File: src/rtl/mult_pkg.sv
// Shared definitions for the multiplier result path.
package mult_pkg;

    localparam int unsigned RESULT_W      = 16;
    localparam int unsigned DEFAULT_DEPTH = 4;
    localparam logic [7:0]  DROP_MAX      = 8'hFF;

    typedef logic [RESULT_W-1:0] product_t;

endpackage

File: src/rtl/sync_fifo.sv
// First-word fall-through FIFO with explicit occupancy counter.
// A push while full is accepted only when a pop frees the slot in the same cycle.
module sync_fifo #(
    parameter int unsigned WIDTH = 16,
    parameter int unsigned DEPTH = 4
) (
    input  logic                     clk,
    input  logic                     rst,
    input  logic                     push_i,
    input  logic                     pop_i,
    input  logic [WIDTH-1:0]         wdata_i,
    output logic [WIDTH-1:0]         rdata_o,
    output logic                     valid_o,
    output logic                     push_ok_o,
    output logic [$clog2(DEPTH):0]   count_o,
    output logic                     full_o
);

    localparam int unsigned PtrW = $clog2(DEPTH);
    localparam int unsigned CntW = PtrW + 1;

    logic [WIDTH-1:0] mem_q [DEPTH];
    logic [PtrW-1:0]  wr_ptr_q, wr_ptr_d;
    logic [PtrW-1:0]  rd_ptr_q, rd_ptr_d;
    logic [CntW-1:0]  count_q, count_d;
    logic             pop_ok;
    logic             push_ok;
    logic             full;

    assign full    = (count_q == CntW'(DEPTH));
    assign pop_ok  = pop_i && (count_q != '0);
    assign push_ok = push_i && (!full || pop_ok);

    always_comb begin
        wr_ptr_d = wr_ptr_q;
        rd_ptr_d = rd_ptr_q;
        count_d  = count_q;
        if (push_ok) begin
            wr_ptr_d = wr_ptr_q + PtrW'(1);
        end
        if (pop_ok) begin
            rd_ptr_d = rd_ptr_q + PtrW'(1);
        end
        unique case ({push_ok, pop_ok})
            2'b10:   count_d = count_q + CntW'(1);
            2'b01:   count_d = count_q - CntW'(1);
            default: count_d = count_q;
        endcase
    end

    always_ff @(posedge clk or posedge rst) begin
        if (rst) begin
            wr_ptr_q <= '0;
            rd_ptr_q <= '0;
            count_q  <= '0;
        end else begin
            wr_ptr_q <= wr_ptr_d;
            rd_ptr_q <= rd_ptr_d;
            count_q  <= count_d;
        end
    end

    // Storage needs no reset; entries are only visible through count_q.
    always_ff @(posedge clk) begin
        if (push_ok) begin
            mem_q[wr_ptr_q] <= wdata_i;
        end
    end

    assign rdata_o   = mem_q[rd_ptr_q];
    assign valid_o   = (count_q != '0);
    assign push_ok_o = push_ok;
    assign count_o   = count_q;
    assign full_o    = full;

endmodule

File: src/rtl/mult_result_buffer.sv
// Collects multiplier products into a FWFT FIFO, keeping a saturating sum and a drop count.
module mult_result_buffer
    import mult_pkg::*;
#(
    parameter int unsigned DEPTH = DEFAULT_DEPTH,
    parameter int unsigned ACC_W = 24
) (
    input  logic                   clk,
    input  logic                   rst,
    input  logic                   d_end_i,
    input  product_t               result_i,
    input  logic                   clear_i,
    output logic                   out_valid_o,
    input  logic                   out_ready_i,
    output product_t               out_data_o,
    output logic [$clog2(DEPTH):0] count_o,
    output logic                   full_o,
    output logic [ACC_W-1:0]       acc_o,
    output logic                   acc_ovf_o,
    output logic [7:0]             drop_cnt_o
);

    logic             push_ok;
    logic             drop;
    logic [ACC_W-1:0] acc_q, acc_d;
    logic             ovf_q, ovf_d;
    logic [7:0]       drop_q, drop_d;
    logic [ACC_W:0]   sum;
    logic [ACC_W-1:0] result_ext;

    sync_fifo #(
        .WIDTH (RESULT_W),
        .DEPTH (DEPTH)
    ) u_fifo (
        .clk       (clk),
        .rst       (rst),
        .push_i    (d_end_i),
        .pop_i     (out_ready_i),
        .wdata_i   (result_i),
        .rdata_o   (out_data_o),
        .valid_o   (out_valid_o),
        .push_ok_o (push_ok),
        .count_o   (count_o),
        .full_o    (full_o)
    );

    assign drop       = d_end_i && !push_ok;
    assign result_ext = {{(ACC_W - RESULT_W){1'b0}}, result_i};
    assign sum        = {1'b0, acc_q} + {1'b0, result_ext};

    always_comb begin
        acc_d  = acc_q;
        ovf_d  = ovf_q;
        drop_d = drop_q;
        if (clear_i) begin
            // A product arriving with clear starts the new sum; a drop in that cycle still counts.
            acc_d  = d_end_i ? result_ext : '0;
            ovf_d  = 1'b0;
            drop_d = drop ? 8'd1 : 8'd0;
        end else begin
            if (d_end_i) begin
                acc_d = sum[ACC_W] ? '1 : sum[ACC_W-1:0];
                ovf_d = ovf_q | sum[ACC_W];
            end
            if (drop && (drop_q != DROP_MAX)) begin
                drop_d = drop_q + 8'd1;
            end
        end
    end

    always_ff @(posedge clk or posedge rst) begin
        if (rst) begin
            acc_q  <= '0;
            ovf_q  <= 1'b0;
            drop_q <= '0;
        end else begin
            acc_q  <= acc_d;
            ovf_q  <= ovf_d;
            drop_q <= drop_d;
        end
    end

    assign acc_o      = acc_q;
    assign acc_ovf_o  = ovf_q;
    assign drop_cnt_o = drop_q;

endmodule

File: config.mk
export PLATFORM = sky130hd
export DESIGN_NAME = mult_result_buffer
export DESIGN_NICKNAME = d
export VERILOG_FILES = /design/src/rtl/mult_pkg.sv /design/src/rtl/sync_fifo.sv /design/src/rtl/mult_result_buffer.sv
export SDC_FILE = /design/constraint.sdc
export NUM_CORES = 1
export LEC_CHECK = 0
export BUFFER_PORTS_ARGS = -buffer_cell sky130_fd_sc_hd__buf_2
export CAP_MARGIN = 30
export CORE_MARGIN = 2
export CORE_UTILIZATION = 58
export CTS_BUF_LIST = sky130_fd_sc_hd__clkbuf_4 sky130_fd_sc_hd__clkbuf_8 sky130_fd_sc_hd__clkbuf_16
export DETAILED_ROUTE_END_ITERATION = 10
export GPL_TIMING_DRIVEN = 1
export PLACE_DENSITY_LB_ADDON = 0.08
export SLEW_MARGIN = 15
export SYNTH_ARGS = -nofsm -noshare
export SYNTH_HDL_FRONTEND = slang
export SYNTH_SLANG_ARGS = --single-unit
File: constraint.sdc
create_clock -name clk -period 2.6 [get_ports clk]
set_input_delay 0.26 -clock clk [delete_from_list [all_inputs] [get_ports clk]]
set_output_delay 0.26 -clock clk [all_outputs]
set_load 0.02 [all_outputs]
==> results of run 1 <==
## where the power goes
group	leakage, nW	total [mW]	switching (mW)	internal (mW)
Sequential	1.11	2.27	0.204	2.07
Combinational	1.38	2.03	1.19	0.843
Clock	0.0860	0.967	0.593	0.374
Total	2.57	5.27	1.98	3.29
## layer usage
metal  wire length [microns]  vias to the layer above
met3                     530                       12
li1                        -                     1889
met1                    5450                     1965
met4                     129                        0
met5                       0                        -
met2                    5750                       93
## Yosys cell counts, drive strengths merged, types with 10 or more instances
cell type	number
edfxtp	64
dfrtp	40
nand2	36
o21ai	31
a21oi	27
nor2	22
ha	21
mux4	16
inv	15
nand3	15
clkbuf	12
a211oi	11
and2	10
## logic make-up (layout without fill, tap and decap cells)
logic type	Yosys count	in the layout
AO/OA/AOI/OAI	118	119
XOR/XNOR	15	15
adder cells (fa/ha/maj)	23	23
buffers and inverters	36	124
flip-flops	104	104
multiplexers	18	18
AND/OR/NAND/NOR	135	135
## worst max-delay path by stage
stage                start         to  cells after the start
3_5_place_dp   result_i[0]  acc_o[17]                     10
3_3_place_gp   result_i[0]  acc_o[19]                     10
4_1_cts           acc_o[0]  acc_o[17]                      9
6_report          acc_o[0]   acc_o[1]                     10
2_1_floorplan     acc_o[0]  acc_o[19]                      9
5_1_grt           acc_o[0]   acc_o[1]                     10
## final cells by class
type | instances | area share (%)
Tap cell | 111 | 2.23
Multi-Input combinational cell | 310 | 38.9
Inverter | 16 | 0.962
Clock inverter | 6 | 0.862
Timing Repair Buffer | 92 | 8.10
Clock buffer | 10 | 2.11
Sequential cell | 104 | 46.8
## state kept, by name, indices dropped and copies added (netlist names)
register	cells
acc_o	24
acc_ovf_o	1
u_fifo.count_o	3
u_fifo.wr_ptr_q	2
u_fifo.mem_q	64
u_fifo.rd_ptr_q	2
drop_cnt_o	8
## worst max-delay path: cells and delay by family, from the launching register on
| kind | cells | cell delay (ps) |
|---|---|---|
| flops | 1 | 380 |
| simple gates | 1 | 170 |
| fa+ha+maj | 2 | 540 |
| buf+inv | 2 | 190 |
| compound gates | 5 | 1170 |
## layout by cell type (no fill, tap or decap), types with 3 or more instances in the layout
cell type,count
and2_1,8
xnor2_1,8
a211oi_1,7
o21ai_1,5
o21ai_0,24
clkinvlp_4,3
edfxtp_1,64
a31oi_1,8
nor2_1,22
buf_2,74
a211oi_2,3
nor2b_1,4
mux4_2,16
o21a_1,4
a21oi_1,27
ha_1,20
or3_1,7
nand2b_1,8
inv_1,14
nor3_1,5
nand3_1,14
dfrtp_1,40
o311ai_0,5
buf_4,18
and3_1,7
o211ai_1,4
a21o_1,5
nand4_1,7
xor2_1,7
clkbuf_8,9
o211a_1,3
nand2_1,36
==> run_results.csv, run 1 <==
group,metric,value,unit
finish,area_growth,15.0,%
timing,worst_slew_pin_slew,769,ps
global_routing,grt_use_total,23.5,%
power_and_ir_drop,irDropWorstVdd,347,uV
power_and_ir_drop,p_total,5.27,mW
run,drv_cap,0,
synth,syn_avg_cell_area,12.1,sq um
worst_hold_path,hold_path_class,"input pin to async pin",
synth,yosysTopAreaCell,"edfxtp_1",
routing,wl,11900,microns
timing,timing.hold.ws,5.80,ps
synth,synth_top_cell_area_share,35.4,%
worst_setup_path,critPathRequiredTime,2910,ps
clocking,cts.clk_slew.worst_paths,110,ps
clocking,hold_buffers,0,
finish,register_area,2920,sq um
routing,drt-initial-drc-count,184,
synth,synth_compound_area_share,14.9,%
finish,finalInstanceArea,6240,sq um
synth,synth_top_family_by_area,"compound AO/OA/AOI/OAI gates",
finish,instances_no_fill,649,
outcome,outcome,"finished clean",
global_routing,grt_pass1_wl,18300,microns
routing,vias,3959,
timing,fin_skew,14.8,ps
timing,fin_ws,85.5,ps
clocking,h-tree-depth,3,
timing,max_freq,0.398,GHz
timing,fin_crit_sh,96.7,%
floorplan,core-area,9150,sq um
place,place_ws,-6.98,ps
timing,setup_viol,0,
place,place_area,5980,sq um
power_and_ir_drop,powerDensity,844,nW/um^2
worst_setup_path,reg2reg_from,"acc_o[0]",
worst_setup_path,critPathLaunchType,"register",
synth,synthTopCellsByArea,"edfxtp_1 35%, dfrtp_1 18%, mux4_2 6.6%",
finish,layout.nets,577,
finish,fill_cells,682,
worst_setup_path,worstPathMaxFanout,5,
worst_setup_path,worst_r2r_endpoint,"acc_o[1]",
worst_setup_path,cp.arrival,2820,ps
synth,netlist_instances,449,
timing,hold_violations,0,
routing,drtAntennaViolNets,0,
finish,n_antenna_cell,0,
floorplan,die_x,101,microns
synth,synth_area,5430,sq um
timing,min_period,2510,ps
clocking,clock_latency,370,ps
timing,grt_setup_unrepaired,"true",
worst_setup_path,slowest_stage,"dfrtp_1",
clocking,clk_path_buf_depth,2,
worst_setup_path,path_cells,"ha_2 -> inv_2 -> fa_2 -> nand2b_4 -> a211oi_4 -> o2111ai_4 -> a31o_2 -> buf_4 -> a31oi_1 -> a22o_1",
global_routing,grt-ovfl-total,0,
synth,synth_nets,493,
finish,drive_gt1_share,28.4,%
finish,fin_util,68.2,%
synth,yosysWarnings,0,
synth,synth_adder_area_share,5.58,%
timing,tns,0,ps
synth,synth_async_sr_flop_share,38.5,%
synth,yosys_most_used_dff,"edfxtp_1",
place,routabilityCongestion,0.894,
clocking,numCtsBuffers,9,
worst_setup_path,worstRegToRegCells,10,
timing,slew_violations,0,
routing,post-route-drc-count,0,
worst_setup_path,critPathCaptureType,"register",
clocking,cts_tree,"done",
synth,synth-xor-area-share,2.42,%
synth,synth_cell_types,68,
floorplan,rows,35,
worst_setup_path,ff2ff_setup_slack,90,ps
finish,multi_input_area,2430,sq um
global_routing,grt_max_degree,41,
routing,firstDrtPassIters,4,
synth,ys_seq_elements,104,
floorplan,design.die.area,10100,sq um
global_routing,grtUsageMet3,2.91,%
floorplan,die_y,101,microns
clocking,postCtsSetupBuffers,0,
worst_setup_path,setup.worst_path.class,"register to register",
synth,yosysSeqAreaShare,53.9,%
global_routing,antenna_found_initial,0,
clocking,clock-sinks,104,
place,placed_cells,632,
clocking,clock-root-buffer,"clkbuf_8",
power_and_ir_drop,p_leak,2.57,nW
place,portBuffers,74,
routing,drt-wirelength-per-cell,18.3,microns
synth,synth.mux.area_fraction,7.03,%
floorplan,start_util,59.3,%
global_routing,globalRouteMet1Util,34.0,%
place,dp_hpwl,8220,microns
global_routing,met2_usage,37.5,%
global_routing,grt_pass1_vias,3612,
floorplan,boundaryPins,75,
routing,avgViaCountPerCell,6.10,
timing,max_slew_margin,48.8,%
global_routing,top_usage_layer,"met2",
clocking,cts_resized,0,
worst_setup_path,critPathMaxStageDelay,380,ps
synth,synth_edf_count,64,
synth,yosys.area_share.simple,13.5,%
No activity file was read; power rests on OpenSTA's default activity.
==> run 2: changes to the inputs <==
Settings changed: RECOVER_POWER set to 50.
==> run 2 against run 1 <==
Against the previous run: the flow now finishes with violations (capacitance limit, slew limit); routed wire length decreased by 0.46%; total power decreased by 0.23%; clock-buffer cell count unchanged; sequential share of layout area increased by 0.26 points; clock skew increased by 1.3 ps; sequential cell count unchanged; final cell count unchanged; via count decreased by 0.25%; non-clock buffer count unchanged; sequential power about the same; hold slack improved by 160 ps; cell area decreased by 0.56%.
==> run_results.csv, run 2 (synthesis gave the netlist of run 1 again) <==
group,metric,value,unit
finish,largest_register_ffs,64,
worst_hold_path,hold_end,"u_fifo.mem_q[2][2]",
finish,final_cell_mix,"64 x edfxtp_1, 52 x buf_2, 40 x dfrtp_1",
outcome,violations,"capacitance limit, slew limit",
worst_hold_path,worstHoldStart,"result_i[2]",
routing,drtAntennaViolNets,0,
finish,n_antenna_cell,0,
finish,fin_util,67.8,%
global_routing,grt_use_total,23.5,%
worst_hold_path,hold_depth,1,
clocking,clk_path_buf_depth,2,
worst_setup_path,critPathCaptureType,"register",
global_routing,grt_pass1_wl,18300,microns
clocking,clock-root-buffer,"clkbuf_8",
place,place_area,5980,sq um
timing,slew_violations,41,
floorplan,core-area,9150,sq um
global_routing,grt-ovfl-total,0,
floorplan,boundaryPins,75,
global_routing,grt_pass1_vias,3612,
clocking,cts.clk_slew.worst_paths,110,ps
timing,worst_slew_pin_slew,2230,ps
worst_setup_path,crit_family,"compound AO/OA/AOI/OAI gates",
timing,grt_setup_unrepaired,"true",
timing,setup_viol,0,
worst_setup_path,cp.arrival,2820,ps
floorplan,rows,35,
worst_setup_path,slowest_stage,"dfrtp_1",
clocking,h-tree-depth,3,
routing,drt-wirelength-per-cell,18.2,microns
worst_setup_path,critPathLaunchType,"register",
timing,timing.hold.ws,164,ps
timing,fin_skew,16.1,ps
finish,multi_input_area,2430,sq um
finish,top_register,"u_fifo.mem_q",
power_and_ir_drop,powerDensity,847,nW/um^2
worst_setup_path,reg2reg_from,"acc_o[0]",
floorplan,die_x,101,microns
clocking,cts_tree,"done",
timing,max_freq,0.397,GHz
finish,area_growth,14.4,%
global_routing,antenna_found_initial,0,
power_and_ir_drop,p_leak,2.49,nW
power_and_ir_drop,p_total,5.26,mW
timing,tns,0,ps
routing,wl,11800,microns
finish,layout.nets,577,
timing,hold_violations,0,
worst_setup_path,ff2ff_setup_slack,80,ps
routing,post-route-drc-count,0,
finish,finalInstanceArea,6210,sq um
clocking,clock-sinks,104,
finish,fill_cells,693,
timing,min_period,2520,ps
clocking,postCtsSetupBuffers,0,
timing,fin_crit_sh,96.8,%
place,portBuffers,74,
worst_setup_path,worstRegToRegCells,10,
worst_hold_path,hold_path_class,"input pin to register",
timing,max_slew_margin,-49.0,%
worst_setup_path,path_cells,"ha_2 -> inv_2 -> fa_2 -> nand2b_4 -> a211oi_4 -> o2111ai_4 -> a31o_2 -> buf_4 -> a31oi_1 -> a22o_1",
routing,drt-initial-drc-count,163,
worst_setup_path,worst_r2r_endpoint,"acc_o[1]",
worst_setup_path,critPathMaxStageDelay,380,ps
finish,mostFrequentLayoutCell,"edfxtp_1",
run,drv_cap,1,
worst_setup_path,setup.worst_path.class,"register to register",
routing,avgViaCountPerCell,6.08,
clocking,clock_latency,370,ps
global_routing,grt_max_degree,41,
power_and_ir_drop,irDropWorstVdd,347,uV
place,dp_hpwl,8220,microns
finish,register_area,2920,sq um
routing,vias,3949,
outcome,outcome,"finished, violations left",
floorplan,design.die.area,10100,sq um
place,routabilityCongestion,0.894,
clocking,numCtsBuffers,9,
floorplan,die_y,101,microns
routing,firstDrtPassIters,4,
worst_setup_path,worstPathMaxFanout,5,
floorplan,start_util,59.3,%
worst_setup_path,critPathRequiredTime,2900,ps
worst_setup_path,cp.buffers_inverters,2,
finish,drive_gt1_share,24.0,%
## run 2: cell count changes in the layout (fill, tap and decap cells not counted), sizes merged
cell	delta
buf	-24
clkbuf	+24
## run 2: routing by layer
layer	share of wire [%]	vias up	track usage [%]
li1	-	1888	-
met1	46	1956	34.0
met2	49	97	37.5
met3	4.2	8	2.91
met4	0.89	0	7.17
met5	0	-	0
## run 2: layout make-up
type	instances	area share [%]
Multi-Input combinational cell	310	39.1
Tap cell	111	2.24
Inverter	16	0.968
Sequential cell	104	47.1
Clock inverter	6	0.867
Timing Repair Buffer	92	7.58
Clock buffer	10	2.12
## run 2: report_power, final
part           switching, mW  internal, mW  total (mW)
clock                  0.589         0.374       0.964
sequential             0.203          2.07        2.27
combinational           1.19         0.835        2.02
## run 2: per-stage QoR
step                setup slack, ps  std cells
floorplan                      44.8        449
global placement               89.1        632
detailed placement            -6.98        632
CTS                            14.7        648
global route                  -57.3        649
finish                         83.0        649
## run 2: worst max-delay path by stage
| stage | startpoint | end | cells past startpoint |
|---|---|---|---|
| final | acc_o[0] | acc_o[1] | 10 |
| after global routing | acc_o[0] | acc_o[1] | 10 |
| after CTS | acc_o[0] | acc_o[17] | 9 |
| after detailed placement | result_i[0] | acc_o[17] | 10 |
| after global placement | result_i[0] | acc_o[19] | 10 |
| after floorplan | acc_o[0] | acc_o[19] | 9 |
## run 2: timing repair
item | 4_1_cts | 5_1_grt
gates resized for setup | 0 | 18
hold buffers | 0 | 0
endpoints found under the setup margin | 0 | 18
